## src/rtl/ir_pkg.sv

```systemverilog
// ir_pkg: clock, carrier and frame timing constants plus the FSM state enum shared by ir_decoder and ir_encoder.
// Rev 1.0 - initial release
`default_nettype none
`timescale 1ns/1ps
package ir_pkg;

  localparam int unsigned CLK_FREQ_HZ  = 25_000_000;
  localparam int unsigned CARRIER_HZ   = 36_000;
  localparam int unsigned ENV_HOLD_DEF = 512;

  // Nominal encoder timing in microseconds.
  localparam int unsigned START_MARK_US  = 5000;
  localparam int unsigned START_SPACE_US = 5000;
  localparam int unsigned BIT_MARK_US    = 420;
  localparam int unsigned ZERO_SPACE_US  = 420;
  localparam int unsigned ONE_SPACE_US   = 1240;

  // Classification windows in microseconds (4000 us = 100000 cycles at 25 MHz).
  localparam int unsigned START_MIN_US = 4000;
  localparam int unsigned START_MAX_US = 6000;
  localparam int unsigned MARK_MIN_US  = 280;
  localparam int unsigned MARK_MAX_US  = 560;
  localparam int unsigned ZERO_MIN_US  = 280;
  localparam int unsigned ZERO_MAX_US  = 600;
  localparam int unsigned ONE_MIN_US   = 1040;
  localparam int unsigned ONE_MAX_US   = 1440;

  typedef enum logic [2:0] {
    IDLE        = 3'd0,
    START_MARK  = 3'd1,
    START_SPACE = 3'd2,
    BIT_MARK    = 3'd3,
    BIT_SPACE   = 3'd4
  } ir_state_t;

  function automatic int unsigned cycles_of(input int unsigned freq_hz, input int unsigned us);
    return (freq_hz / 1000) * us / 1000;
  endfunction

endpackage
`default_nettype wire

```

## src/rtl/ir_envelope.sv

```systemverilog
// ir_envelope: optional 2-flop input synchronizer (IR_DEC_SYNC_EN) and carrier hold counter producing env.
// Rev 1.0 - initial release
`default_nettype none
`timescale 1ns/1ps
module ir_envelope
  import ir_pkg::*;
#(
  parameter int ENV_HOLD = ENV_HOLD_DEF
) (
  input  logic clk,
  input  logic rst_n,
  input  logic ir_in,
  output logic env
);

  localparam int HOLD_W = $clog2(ENV_HOLD + 1);

  logic              ir_s;
  logic [HOLD_W-1:0] hold;

`ifdef IR_DEC_SYNC_EN
  logic [1:0] sync;

  always_ff @(posedge clk or negedge rst_n) begin
    if (!rst_n) sync <= 2'b00;
    else        sync <= {sync[0], ir_in};
  end

  assign ir_s = sync[1];
`else
  assign ir_s = ir_in;
`endif

  // Each carrier pulse reloads the hold, bridging the carrier's low half-periods.
  always_ff @(posedge clk or negedge rst_n) begin
    if (!rst_n)              hold <= '0;
    else if (ir_s)           hold <= HOLD_W'(ENV_HOLD);
    else if (hold != '0)     hold <= hold - HOLD_W'(1);
  end

  assign env = (hold != '0);

endmodule
`default_nettype wire

```

## src/rtl/ir_decoder.sv

```systemverilog
// ir_decoder: measures IR envelope mark/space durations and assembles 31-bit frames into cmd_out with a valid/ready handshake.
// Rev 1.0 - optional input synchronizer via IR_DEC_SYNC_EN
`default_nettype none
`timescale 1ns/1ps
module ir_decoder
  import ir_pkg::*;
#(
  parameter int CLK_FREQ = CLK_FREQ_HZ,
  parameter int ENV_HOLD = ENV_HOLD_DEF
) (
  input  logic        clk,
  input  logic        rst_n,
  input  logic        ir_in,
  output logic [31:0] cmd_out,
  output logic        cmd_valid,
  input  logic        cmd_ready,
  output logic        frame_err,
  output logic        overrun
);

  localparam logic [17:0] START_MIN = 18'(cycles_of(CLK_FREQ, START_MIN_US));
  localparam logic [17:0] START_MAX = 18'(cycles_of(CLK_FREQ, START_MAX_US));
  localparam logic [17:0] MARK_MIN  = 18'(cycles_of(CLK_FREQ, MARK_MIN_US));
  localparam logic [17:0] MARK_MAX  = 18'(cycles_of(CLK_FREQ, MARK_MAX_US));
  localparam logic [17:0] ZERO_MIN  = 18'(cycles_of(CLK_FREQ, ZERO_MIN_US));
  localparam logic [17:0] ZERO_MAX  = 18'(cycles_of(CLK_FREQ, ZERO_MAX_US));
  localparam logic [17:0] ONE_MIN   = 18'(cycles_of(CLK_FREQ, ONE_MIN_US));
  localparam logic [17:0] ONE_MAX   = 18'(cycles_of(CLK_FREQ, ONE_MAX_US));

  logic        env, env_d, env_rise, env_fall;
  ir_state_t   state, next_state;
  logic [17:0] dur;
  logic [4:0]  bit_cnt;
  logic [30:0] sr;
  logic        err, done, shift_en, bit_val, frame_start;

  ir_envelope #(.ENV_HOLD(ENV_HOLD)) u_env (
    .clk   (clk),
    .rst_n (rst_n),
    .ir_in (ir_in),
    .env   (env)
  );

  assign env_rise    = env & ~env_d;
  assign env_fall    = ~env & env_d;
  assign frame_start = (state == START_SPACE) && (next_state == BIT_MARK);

  // Re-arming needs a rising edge, so an error taken while env is high waits for env low.
  always_comb begin
    next_state = state;
    err        = 1'b0;
    done       = 1'b0;
    shift_en   = 1'b0;
    bit_val    = 1'b0;
    case (state)
      IDLE: if (env_rise) next_state = START_MARK;
      START_MARK: begin
        if (env_fall) begin
          if (dur >= START_MIN && dur <= START_MAX) next_state = START_SPACE;
          else                                      err = 1'b1;
        end else if (dur > START_MAX) err = 1'b1;
      end
      START_SPACE: begin
        if (env_rise) begin
          if (dur >= START_MIN && dur <= START_MAX) next_state = BIT_MARK;
          else                                      err = 1'b1;
        end else if (dur > START_MAX) err = 1'b1;
      end
      BIT_MARK: begin
        if (env_fall) begin
          if (dur >= MARK_MIN && dur <= MARK_MAX) begin
            if (bit_cnt == 5'd31) done = 1'b1;
            else                  next_state = BIT_SPACE;
          end else err = 1'b1;
        end else if (dur > ONE_MAX) err = 1'b1;
      end
      BIT_SPACE: begin
        if (env_rise) begin
          if (dur >= ZERO_MIN && dur <= ZERO_MAX) begin
            shift_en   = 1'b1;
            next_state = BIT_MARK;
          end else if (dur >= ONE_MIN && dur <= ONE_MAX) begin
            shift_en   = 1'b1;
            bit_val    = 1'b1;
            next_state = BIT_MARK;
          end else err = 1'b1;
        end else if (dur > ONE_MAX) err = 1'b1;
      end
      default: next_state = IDLE;
    endcase
    if (err || done) next_state = IDLE;
  end

  always_ff @(posedge clk or negedge rst_n) begin
    if (!rst_n) begin
      state   <= IDLE;
      env_d   <= 1'b0;
      dur     <= '0;
      bit_cnt <= '0;
      sr      <= '0;
    end else begin
      state <= next_state;
      env_d <= env;
      if (next_state != state || env_rise || env_fall) dur <= '0;
      else if (dur != '1)                              dur <= dur + 18'd1;
      if (frame_start || err) begin
        bit_cnt <= '0;
        sr      <= '0;
      end else if (shift_en) begin
        bit_cnt <= bit_cnt + 5'd1;
        sr      <= {bit_val, sr[30:1]};
      end
    end
  end

  // A completion that coincides with a handshake replaces the consumed frame.
  always_ff @(posedge clk or negedge rst_n) begin
    if (!rst_n) begin
      cmd_out   <= '0;
      cmd_valid <= 1'b0;
      frame_err <= 1'b0;
      overrun   <= 1'b0;
    end else begin
      frame_err <= err;
      overrun   <= done && cmd_valid && !cmd_ready;
      if (done && (!cmd_valid || cmd_ready)) begin
        cmd_out   <= {1'b0, sr};
        cmd_valid <= 1'b1;
      end else if (cmd_valid && cmd_ready) begin
        cmd_valid <= 1'b0;
      end
    end
  end

endmodule
`default_nettype wire

```

## config.mk

```make
export PLATFORM = sky130hd
export DESIGN_NAME = ir_decoder
export DESIGN_NICKNAME = d
export VERILOG_FILES = /design/src/rtl/ir_pkg.sv /design/src/rtl/ir_envelope.sv /design/src/rtl/ir_decoder.sv
export SDC_FILE = /design/constraint.sdc
export NUM_CORES = 1
export LEC_CHECK = 0
export ABC_AREA = 0
export BUFFER_PORTS_ARGS = -buffer_cell sky130_fd_sc_hd__buf_2
export CORE_UTILIZATION = 60
export CTS_BUF_LIST = sky130_fd_sc_hd__clkbuf_4 sky130_fd_sc_hd__clkbuf_8 sky130_fd_sc_hd__clkbuf_16
export DETAILED_ROUTE_END_ITERATION = 8
export GPL_TIMING_DRIVEN = 1
export PLACE_DENSITY = 0.8
export SYNTH_ARGS = -nofsm -noshare
export SYNTH_HDL_FRONTEND = slang
export SYNTH_SLANG_ARGS = --single-unit
```

## constraint.sdc

```tcl
create_clock -name clk -period 6.89 [get_ports clk]
set_input_delay 1.0335 -clock clk [delete_from_list [all_inputs] [get_ports clk]]
set_output_delay 1.0335 -clock clk [all_outputs]
set_load 0.02 [all_outputs]
```

==> impl_metrics.tcl <==
set metrics [dict create \
    slew_violations 0 \
    synth_fp_nets 522 \
    seq_power_share_pct 51.8 \
    path_clk_slew_ns 0.11 \
    firstDrtPassIters 6 \
    swShare_pct 32.8 \
    powerDensity_nw_per_um2 241 \
    ys_types 64 \
    routedWlPerCell_um 15.2 \
    netSwitchingPower_w 0.000429 \
    synth_seq_area_share_pct 50.7 \
    start_util_pct 61.6 \
    cts_setup_buffers 0 \
    vdd_drop_max_mv 0.120 \
    relSlewSlack_pct 18.6 \
    num_vias 3751 \
    internal_power_w 0.000877 \
    final_nets 538 \
    reg2reg_depth 9 \
    start_kind "flop" \
    drc 0 \
    finalHoldViolCount 0 \
    drive_above_1_share_pct 18.4 \
    final.setup.tns_ns 0 \
    path_max_fanout 39 \
    synthMuxAreaShare_pct 7.33 \
    synthFlopType "dfrtp_1" \
    clock-sinks 102 \
    netlist_area_um2 5030 \
    finalCritPeriodShare_pct 56.6 \
    hp-class "flop to flop" \
    floorplan.die_area_um2 8760 \
    cts.repair.resized 0 \
    core-area_um2 8180 \
    cap_viol_max_count 0 \
    grt_pass1_wl_um 16100 \
    tightest_slew_ns 1.22 \
    final_common_cell "dfrtp_1" \
    p_comb_share_pct 19.3 \
    area.growth.synth_to_final_pct 7.73 \
    cts_tree "yes" \
    synth_top_family_by_area "simple AND/OR/NAND/NOR gates" \
    hold_end "cmd_out[9]" \
    syn_avg_cell_area_um2 9.81 \
    clkPwrFrac_pct 28.9 \
    fin_ws_ns 2.99 \
    synth_seq_cells 102 \
    layout_common_cells "dfrtp_1 (102), nand2_1 (84), nor2_1 (42), a21oi_1 (42), buf_2 (36)" \
    grt_usage_pct 23.5 \
    die_w_um 93.6 \
    max_stage_delay_ns 0.79 \
    r2r-end "dur[16]" \
    synth-adder-area-share_pct 1.24 \
    num_rows 33 \
    final_util_pct 66.3 \
    required_ns 7.11 \
    async_reset_ff_share_pct 100 \
    place_ws_ns 2.98 \
    dp_hpwl_um 6630 \
    grt_overflow 0 \
    layout_min_cycle_time_ns 3.90 \
    synthXorXnorAreaFrac_pct 3.83 \
    crit_type "flop to flop" \
    grt_max_degree 68 \
    status "completed" \
    synth-compound-area-share_pct 11.1 \
    worstHoldPathCells 1 \
    clock.fmax_mhz 256 \
    die_h_um 93.6 \
    p_leak_nw 2.49 \
    r2r_slack_ns 2.99 \
    rsz0062_at_grt "false" \
    synth_edf_count 0 \
    drt_iter0_markers 271 \
    crit_slowest_cell "o31ai_4" \
    grt_pass1_vias 3462 \
    synth_cells 513 \
    endpoint_kind "flop" \
    hold_buffers 0 \
    worstReg2RegStart "dur[0]" \
    cts_max_path_buffers 2 \
    clock_skew_ns 0.0189 \
    portBuffers 37 \
    setup_viol 0 \
    drtAntennaViolNets 0 \
    drt-vias-per-instance 5.87 \
    numCtsBuffers 9 \
    hp-start "cmd_out[9]" \
    cts_max_level 3 \
    cp_cell_sequence "or3_1, or4_1, a311oi_1, a31oi_1, nand2b_4, a31o_2, nor4b_2, o31ai_4, nor3_1" \
    antenna_found_initial 0 \
    num_io_pins 39 \
    cts_root_buf "clkbuf_8" \
    place_congestion 0.870 \
    clk_latency_ns 0.38 \
    hold_slack_ns 0.489 \
    synth_warnings 0 \
    yosys.area_share.simple_pct 21.5 \
    routed_wl_um 9740 \
    antenna_cells 0 \
    cp_data_arrival_time_ns 4.12 \
]
## synthesized netlist by cell type (2+ instances only)
| library cell | count | area share [%] |
|---|---|---|
| a211oi_1 | 2 | 0.30 |
| o31a_1 | 4 | 0.70 |
| mux2_2 | 25 | 5.6 |
| mux2i_1 | 2 | 0.40 |
| or2_1 | 2 | 0.25 |
| buf_2 | 9 | 0.89 |
| nand3_1 | 15 | 1.5 |
| a21oi_1 | 42 | 4.2 |
| o21ai_0 | 6 | 0.60 |
| nand4_1 | 8 | 0.99 |
| o31ai_1 | 3 | 0.45 |
| nor3b_1 | 2 | 0.30 |
| a2111oi_0 | 2 | 0.35 |
| nor4b_1 | 2 | 0.35 |
| a311oi_1 | 2 | 0.35 |
| and4_1 | 2 | 0.35 |
| clkbuf_1 | 19 | 1.4 |
| nor2b_1 | 3 | 0.37 |
| or3_1 | 5 | 0.62 |
| buf_1 | 2 | 0.15 |
| buf_6 | 3 | 0.67 |
| nand2b_1 | 5 | 0.62 |
| ha_1 | 5 | 1.2 |
| and3_1 | 6 | 0.75 |
| xor2_1 | 8 | 1.4 |
| nor2_2 | 10 | 1.2 |
| nand2_1 | 84 | 6.3 |
| xnor2_1 | 14 | 2.4 |
| inv_1 | 12 | 0.89 |
| nor4_1 | 4 | 0.50 |
| nor3_1 | 14 | 1.4 |
| a31oi_1 | 6 | 0.75 |
| mux2_1 | 6 | 1.3 |
| or4_1 | 5 | 0.75 |
| dfrtp_1 | 102 | 51 |
| nor2_1 | 42 | 3.1 |
| o211ai_1 | 3 | 0.45 |
## power groups by stage
stage                     Combinational [W]  Sequential, W  Clock [W]
after floorplan                    0.000214       0.000676          0
after global placement             0.000244       0.000682          0
after detailed placement           0.000252       0.000687          0
after CTS                          0.000254       0.000676   0.000389
after global routing               0.000281       0.000682   0.000412
final                              0.000251       0.000677   0.000378
## layout make-up
class	count	area [um2]
Tap cell	105	131
Fill cell	650	2750
Multi-Input combinational cell	364	2270
Inverter	13	48.8
Clock inverter	7	90.1
Clock buffer	9	124
Sequential cell	102	2550
Timing Repair Buffer	39	203
## routing by layer
| layer | global-route usage (%) | up-vias | wire (um) |
|---|---|---|---|
| met5 | 0 | - | 0 |
| met4 | 7.82 | 0 | 68 |
| met3 | 4.39 | 8 | 419 |
| met2 | 37.5 | 108 | 4620 |
| met1 | 32.3 | 1822 | 4620 |
| li1 | - | 1813 | - |
## cell families (layout without fill, tap and decap cells)
family,after synthesis,in the layout
buffers and inverters,47,68
other,1,1
flip-flops,102,102
XOR/XNOR,22,22
AO/OA/AOI/OAI,83,83
multiplexers,33,33
AND/OR/NAND/NOR,220,220
adder cells (fa/ha/maj),5,5
## per-stage QoR
| stage | cell area [um2] | instances | power, W |
|---|---|---|---|
| 2_1_floorplan | 5030 | 513 | 0.000890 |
| 3_3_place_gp | 5210 | 623 | 0.000926 |
| 3_5_place_dp | 5210 | 623 | 0.000939 |
| 4_1_cts | 5420 | 639 | 0.00132 |
| 5_1_grt | 5420 | 639 | 0.00138 |
| 6_report | 5420 | 639 | 0.00131 |
## critical path, delay by kind of cell (launching register included)
| kind | cells | cell delay (ns) |
|---|---|---|
| compound gates | 4 | 1.68 |
| flops | 1 | 0.45 |
| simple gates | 5 | 1.59 |
## flip-flops by register name, indices dropped and copies added, names as in the netlist
| signal | flops |
|---|---|
| frame_err | 1 |
| u_env.hold | 10 |
| dur | 18 |
| env_d | 1 |
| cmd_valid | 1 |
| state | 3 |
| bit_cnt | 5 |
| sr | 31 |
| overrun | 1 |
| cmd_out | 31 |
## worst max path at each step
| stage | startpoint | end |
|---|---|---|
| after floorplan | dur[0] | dur[17] |
| after global placement | dur[0] | dur[16] |
| after detailed placement | dur[0] | dur[16] |
| after CTS | dur[0] | dur[16] |
| after global routing | dur[0] | dur[16] |
| final | dur[0] | dur[16] |
Power figures use the tool's default switching activity.
